<file path="config.mk">
export PLATFORM = sky130hd
export DESIGN_NAME = operand_stack
export DESIGN_NICKNAME = d
export VERILOG_FILES = /design/src/rtl/stack_pkg.sv /design/src/rtl/strobe_edge_detect.sv /design/src/rtl/operand_stack.sv
export SDC_FILE = /design/constraint.sdc
export NUM_CORES = 1
export LEC_CHECK = 0
export CAP_MARGIN = 10
export CORE_MARGIN = 2
export CORE_UTILIZATION = 64
export DETAILED_ROUTE_END_ITERATION = 10
export GPL_ROUTABILITY_DRIVEN = 1
export HOLD_SLACK_MARGIN = 0.05
export PLACE_DENSITY = 0.95
export SYNTH_ARGS = -nofsm -noshare
export SYNTH_HDL_FRONTEND = slang
export SYNTH_HIERARCHICAL = 1
export SYNTH_SLANG_ARGS = --single-unit
</file>
<file path="constraint.sdc">
create_clock -name clk -period 6.5 [get_ports clk]
set_clock_uncertainty 0.15 [all_clocks]
set_input_delay 1.95 -clock clk [delete_from_list [all_inputs] [get_ports clk]]
set_output_delay 1.95 -clock clk [all_outputs]
set_load 0.01 [all_outputs]
</file>
<file path="src/rtl/stack_pkg.sv">
// rtl/stack_pkg.sv - shared defaults, pointer width helper and op encoding for operand_stack
//
// Contents:
//   STACK_WIDTH / STACK_DEPTH  default data width and entry count
//   ptr_width()                width of the entry counter (holds 0..DEPTH)
//   stack_op_e / decode_op()   NOP, PUSH, POP, REPLACE decoded from push/pop

package stack_pkg;

  localparam int STACK_WIDTH = 8;
  localparam int STACK_DEPTH = 16;

  // One extra bit so the counter can represent DEPTH itself without wrapping.
  function automatic int ptr_width(input int depth);
    return $clog2(depth) + 1;
  endfunction

  typedef enum logic [1:0] {
    OP_NOP     = 2'b00,
    OP_PUSH    = 2'b01,
    OP_POP     = 2'b10,
    OP_REPLACE = 2'b11
  } stack_op_e;

  function automatic stack_op_e decode_op(input logic push, input logic pop);
    stack_op_e op;
    case ({pop, push})
      2'b01:   op = OP_PUSH;
      2'b10:   op = OP_POP;
      2'b11:   op = OP_REPLACE;
      default: op = OP_NOP;
    endcase
    return op;
  endfunction

endpackage

</file>
<file path="src/rtl/strobe_edge_detect.sv">
// rtl/strobe_edge_detect.sv - rising-edge detector turning stack_clk into a one-cycle strobe
//
// Ports:
//   clk        system clock
//   reset      asynchronous active-low reset (clears stk_q)
//   stack_clk  operation strobe level, already in the clk domain
//   strobe     high for the single cycle where stack_clk rose

module strobe_edge_detect (
  input  logic clk,
  input  logic reset,
  input  logic stack_clk,
  output logic strobe
);

  logic stk_q;

  always_ff @(posedge clk or negedge reset) begin
    if (!reset) begin
      stk_q <= 1'b0;
    end else begin
      stk_q <= stack_clk;
    end
  end

  // stk_q starts at 0, so a stack_clk already high when reset releases fires once.
  assign strobe = stack_clk & ~stk_q;

endmodule

</file>
<file path="src/rtl/operand_stack.sv">
// rtl/operand_stack.sv - LIFO operand stack with push/pop/replace and error flags
//
// Parameters: WIDTH data width, DEPTH entry count (power of two, 2..256)
// Ports:
//   clk, reset (async active-low), rst (sync clear, active-high)
//   stack_clk             operation strobe; one op per rising edge
//   push, pop             request bits sampled on the strobe edge
//   data_to_push          value written by PUSH / REPLACE
//   data_from_stack       current top entry, 0 when empty
//   count, full, empty    occupancy
//   overflow, underflow   error indications
// Build option: STACK_ERR_STICKY_EN makes overflow/underflow hold until rst/reset;
// otherwise they pulse for one cycle after the offending edge.

module operand_stack
  import stack_pkg::*;
#(
  parameter int WIDTH = STACK_WIDTH,
  parameter int DEPTH = STACK_DEPTH
) (
  input  logic                         clk,
  input  logic                         reset,
  input  logic                         rst,
  input  logic                         stack_clk,
  input  logic                         push,
  input  logic                         pop,
  input  logic [WIDTH-1:0]             data_to_push,
  output logic [WIDTH-1:0]             data_from_stack,
  output logic [ptr_width(DEPTH)-1:0]  count,
  output logic                         full,
  output logic                         empty,
  output logic                         overflow,
  output logic                         underflow
);

  localparam int CW = ptr_width(DEPTH);
  localparam int AW = $clog2(DEPTH);

  logic             strobe;
  stack_op_e        op;
  logic [CW-1:0]    count_nxt;
  logic             ovf_ev;
  logic             unf_ev;
  logic             wr_en;
  logic [AW-1:0]    wr_idx;
  logic [AW-1:0]    top_idx;
  logic [WIDTH-1:0] mem [DEPTH];

  strobe_edge_detect u_edge (
    .clk       (clk),
    .reset     (reset),
    .stack_clk (stack_clk),
    .strobe    (strobe)
  );

  assign op      = decode_op(push, pop);
  assign full    = (count == CW'(DEPTH));
  assign empty   = (count == '0);
  assign top_idx = AW'(count - 1'b1);

  always_comb begin
    count_nxt = count;
    ovf_ev    = 1'b0;
    unf_ev    = 1'b0;
    wr_en     = 1'b0;
    wr_idx    = AW'(count);
    if (strobe) begin
      case (op)
        OP_PUSH: begin
          if (full) begin
            ovf_ev = 1'b1;
          end else begin
            wr_en     = 1'b1;
            count_nxt = count + 1'b1;
          end
        end
        OP_POP: begin
          if (empty) begin
            unf_ev = 1'b1;
          end else begin
            count_nxt = count - 1'b1;
          end
        end
        OP_REPLACE: begin
          // Replace on an empty stack degenerates to a plain push into slot 0.
          wr_en = 1'b1;
          if (empty) begin
            count_nxt = count + 1'b1;
          end else begin
            wr_idx = top_idx;
          end
        end
        default: ;
      endcase
    end
  end

  always_ff @(posedge clk or negedge reset) begin
    if (!reset) begin
      count     <= '0;
      overflow  <= 1'b0;
      underflow <= 1'b0;
    end else if (rst) begin
      count     <= '0;
      overflow  <= 1'b0;
      underflow <= 1'b0;
    end else begin
      count <= count_nxt;
`ifdef STACK_ERR_STICKY_EN
      overflow  <= overflow | ovf_ev;
      underflow <= underflow | unf_ev;
`else
      overflow  <= ovf_ev;
      underflow <= unf_ev;
`endif
    end
  end

  // Storage is never reset; count alone decides which entries are meaningful.
  always_ff @(posedge clk) begin
    if (wr_en && !rst && reset) begin
      mem[wr_idx] <= data_to_push;
    end
  end

  assign data_from_stack = empty ? '0 : mem[top_idx];

endmodule
</file>
# Yosys cells after proc, flatten, opt, wreduce, memory -nomap -nowiden
# Memory sizes are Yosys's and may differ from the RTL's.
# Cells that the tools add are included.
# classes
n_addsub	2
eq_ne	10
n_mux	24
bitwise_logic	2
n_reduce_logical	7
# ops
cell	count
$mux W5	5
$pmux W5 S3	1
$mux W1	12
$mux W4	3
$ne A3 B3 Y1 const B	3
$eq A2 B2 Y1 const B	4
$mux W8	1
$pmux W2 S3	1
$add A5 B1 Y5 const B	1
$eq A5 B5 Y1 const B	1
$logic_not A5 Y1	1
$reduce_and A5 Y1	1
$sub A5 B1 Y5 const B	1
$eq A2 B1 Y1 const B	2
$reduce_bool A4 Y1	1
$logic_and A1 B1 Y1	2
$pmux W1 S2	1
$reduce_bool A2 Y1	1
$and A1 B1 Y1	1
$logic_not A1 Y1	1
$not A1 Y1	1
# word_totals
regBits	8
ram_bits	128
inputBits	14
out_inout_bits	17
word_cells	50
n_memories	1
# mem_list
name	words	width	rd	rd_ports_with_merged_regs	write_ports	line_no	rtl
mem	16	8	1	0	1	operand_stack.sv:47	logic [WIDTH-1:0] mem [DEPTH];

# Longest topological paths before layout
# logic_depth
depth_word	9
depth_mapped	11
mapped_depth_nobuf	7

# Modules after synthesis
# Netlist, hierarchy kept.
# modules_own_cells
mod	n_inst	cells_per_inst	area_each_um2	seq_area_each_um2
operand_stack	1	299	5662.9	4018.9
strobe_edge_detect	1	2	38.8	25.0

# Least setup slack after synthesis
# OpenSTA, ideal clock, no wires.
# synth_path
path_kind	register to output
from	register count[0]
to	output data_from_stack[0]
arrival_ns	2.600
setup_slack_ns	1.800
path_stages_with_launch	10
path_buffers	4
cell_sequence	dfrtp_1 > clkbuf_1 > clkbuf_1 > inv_1 > ha_1 > clkbuf_1 > clkbuf_1 > mux4_2 > mux2i_1 > o22ai_1
# synth_between
elab_chain_cells	3
elab_cells_between_ends	4
cone_classes	add/sub: 1; mux: 1; reduce/logical: 1; memory: 1
# synth_rtl
element	line_no	rtl
start: declaration	operand_stack.sv:29	output logic [ptr_width(DEPTH)-1:0] count,
start signal: assignment	operand_stack.sv:108	count <= count_nxt;
$sub A5 B1 Y5	n/a	
$mem_v2 Z16 W8	n/a	
$mux W8 (*)	operand_stack.sv:126	assign data_from_stack = empty ? '0 : mem[top_idx];
end: declaration	operand_stack.sv:28	output logic [WIDTH-1:0] data_from_stack,
# Mark *: on every way between the ends. The rest lies on a longest branch, timed or not.

# Worst setup path in the final report
# layout_path
from	register count[1]
to	output data_from_stack[2]
# Same word-level chain as after synthesis.

==> results.py <==
metrics = {
    "floorplanning": {
        "floorplan.die.width_um": 98.4,
        "initial_core_util_pct": 65.7,
        "die_area_um2": 9680,
        "floorplan.core_area_um2": 8680,
        "boundaryPins": 31,
        "die_boundary_height_um": 98.4,
        "rows": 34,
    },
    "setup_path": {
        "required_ps": 4400,
        "critical_path_depth": 7,
        "critical_path.endpoint_type": "primary output",
        "timing.critical_path.from_type": "register",
        "critical_path.top_delay_family": "adder cells",
        "reg2reg_path_depth": 6,
        "cp_slowest_stage_delay_ps": 1060,
        "critical_path.n_buffers_inverters": 3,
        "critical_path_peak_fanout": 26,
        "cpMaxStageDelayCell": "ha_1",
        "arrival_ps": 3740,
        "crit_chain": "inv_1 > ha_1 > buf_4 > mux4_2 > mux2i_1 > o22ai_1 > clkdlybuf4s50_1",
        "timing.setup.critical_path_class": "register to primary output",
    },
    "cts": {
        "cts_tree": "done",
        "number_of_buffers_inserted_during_clock_tree_synthesis": 17,
        "ctsResizeCount": 0,
        "clockBufferDepth": 2,
        "clkSinkCount": 136,
        "cts_htree_levels": 4,
        "insertion_delay_ps": 520,
        "clk_transition_reported_paths_ps": 60,
        "clock_tree_root": "clkbuf_8",
        "post_cts_buffers": 0,
        "holdBufCountCts": 0,
    },
    "finish": {
        "most-common-layout-cells": "128 x edfxtp_1, 32 x mux4_2, 30 x clkdlybuf4s50_1",
        "layout.cells.most_common": "edfxtp_1",
        "number_of_antenna_repair_diodes": 0,
        "layout-drive-gt1-share_pct": 25.8,
        "multiInputGateArea_um2": 1550,
        "final_util_pct": 78.4,
        "nNetsFinal": 369,
        "area_growth_syn_to_layout_pct": 19.3,
        "filler_cell_count": 456,
        "seqCellArea_um2": 4050,
    },
    "place": {
        "final_weighted_congestion_in_routability_driven_placement": 0.920,
        "placed_wire_length_estimate_after_detailed_placement_um": 7710,
        "portBuffers": 30,
    },
    "sta": {
        "final-setup-viol-count": 0,
        "final_min_period_over_clock_period_pct": 89.8,
        "fin_crit_ps": 5840,
        "grt_setup_unrepaired": "false",
        "report.final.slew_viol_count": 0,
        "slew_headroom_pct": 25.0,
        "tns_ps": 0,
        "final_hold_violation_count": 0,
        "fmax_mhz": 171,
        "worst_pin_slew_ps": 1130,
    },
    "synthesis": {
        "syn-num-nets": 318,
        "netlist_area_um2": 5700,
        "synth.yosys.seq_area_share_pct": 70.9,
        "seq_cells_post_synth": 136,
        "synth_async_sr_flop_share_pct": 5.88,
        "synth_edf_count": 128,
        "postSynthAreaPerCell_um2": 18.9,
        "synthFlopType": "edfxtp_1",
        "synthDistinctLibCells": 46,
        "yosys_warnings": 6,
        "post_synth_inst_count": 301,
    },
    "run_status": {
        "run_status": "finished, final reports clean",
    },
    "global_routing": {
        "global_route.usage.met2_pct": 46.5,
        "grt_util_met3_pct": 6.51,
        "grt_util_all_layers_pct": 28.0,
        "met1_usage_pct": 36.7,
        "grt_max_degree": 44,
        "grt_first_pass_wirelength_um": 19300,
        "antenna_violations_before_repair": 0,
        "first_global_vias": 3287,
        "global_route.overflow_total": 0,
        "grt.busiest_layer": "met2",
    },
    "power": {
        "ir_worst_vdd_v": 0.000222,
        "power_density_nw_per_um2": 315,
        "power.static_leakage_nw": 2.26,
    },
    "drt": {
        "finalWirelength_um": 12500,
        "total_number_of_vias": 3162,
        "initial_drc_count": 483,
        "post_drt_wl_per_cell_um": 26.3,
        "detailedRoute.firstPassIterationCount": 5,
        "post_drt_via_cell_ratio": 6.68,
        "antenna_violating_nets_post_route": 0,
        "route.detailed.drc": 0,
    },
    "hold_path": {
        "hold_depth": 3,
        "min-delay-path-class": "register to register",
    },
    "job": {
        "drv.max_cap_violation_count": 0,
    },
}
==> area by class of cell <==
type | count | area share (%)
Clock buffer | 17 | 6.09
Clock inverter | 15 | 2.80
Inverter | 8 | 0.442
Multi-Input combinational cell | 141 | 22.8
Sequential cell | 136 | 59.5
Tap cell | 108 | 1.99
Timing Repair Buffer | 48 | 6.40
==> tightest hold or removal path: cells and delay by family (launching register included) <==
| family | cells | cell delay (ps) |
|---|---|---|
| flip-flops | 1 | 370 |
| AND/OR/NAND/NOR | 2 | 110 |
| buffers and inverters | 1 | 50 |
==> kinds of logic after synthesis <==
logic type	after synthesis	synth area share, %
AO/OA/AOI/OAI	26	3.71
XOR/XNOR	3	0.724
adder cells (fa/ha/maj)	3	0.658
buffers and inverters	24	1.89
flip-flops	136	70.9
multiplexers	52	16.2
AND/OR/NAND/NOR	57	5.88
==> Yosys cell counts, drive strengths merged, types with 2 or more instances <==
cell	count	share of area [%]
edfxtp	128	67
mux4	32	13
nor3	18	1.6
mux2i	17	3.0
clkbuf	9	0.59
dfrtp	8	3.5
inv	8	0.53
o22ai	8	0.88
buf	7	0.77
nand2	6	0.39
nor2	6	0.39
nor2b	5	0.68
a31oi	4	0.55
nor4	4	0.44
a21oi	3	0.26
a22oi	3	0.39
ha	3	0.66
mux2	3	0.59
and3	2	0.22
nand2b	2	0.22
nand3	2	0.18
nand4	2	0.22
or3	2	0.22
or4	2	0.26
xnor2	2	0.44
==> power breakdown <==
part           internal, mW  switching [mW]  leakage (nW)
clock network         0.593           0.379         0.288
logic                0.0951           0.113         0.717
registers             0.961         0.00364          1.26
==> flip-flops by register name, indices dropped and copies added, names as in the netlist <==
| register | cells |
|---|---|
| count | 5 |
| mem | 128 |
| overflow | 1 |
| u_edge/stk_q | 1 |
| underflow | 1 |
==> through the flow <==
step | instances | power (mW) | hold WS [ps] | worst slack, ps | area, um^2
after floorplan | 301 | 1.11 | 384 | 1800 | 5700
after global placement | 441 | 1.18 | 394 | 1370 | 6200
after detailed placement | 441 | 1.19 | 403 | 1270 | 6200
after CTS | 473 | 2.16 | 410 | 680 | 6800
after global routing | 473 | 2.21 | 446 | 505 | 6800
final | 473 | 2.15 | 411 | 665 | 6800
==> worst paths after layout <==
check,from,slack [ps],endpoint
min in group asynchronous,reset,1590,overflow
setup reg to reg,count[1],2880,mem[9][4]
hold reg to reg,u_edge/stk_q,410,underflow
hold / removal,u_edge/stk_q,410,underflow
setup / recovery,count[1],660,data_from_stack[2]
max in group asynchronous,reset,4280,count[0]
==> metal layers <==
layer  vias up  wire length, um
li1       1350                -
met1      1595             4620
met2       179             6520
met3        38              919
met4         0              405
met5         -                0
Power figures use the tool's default switching activity.
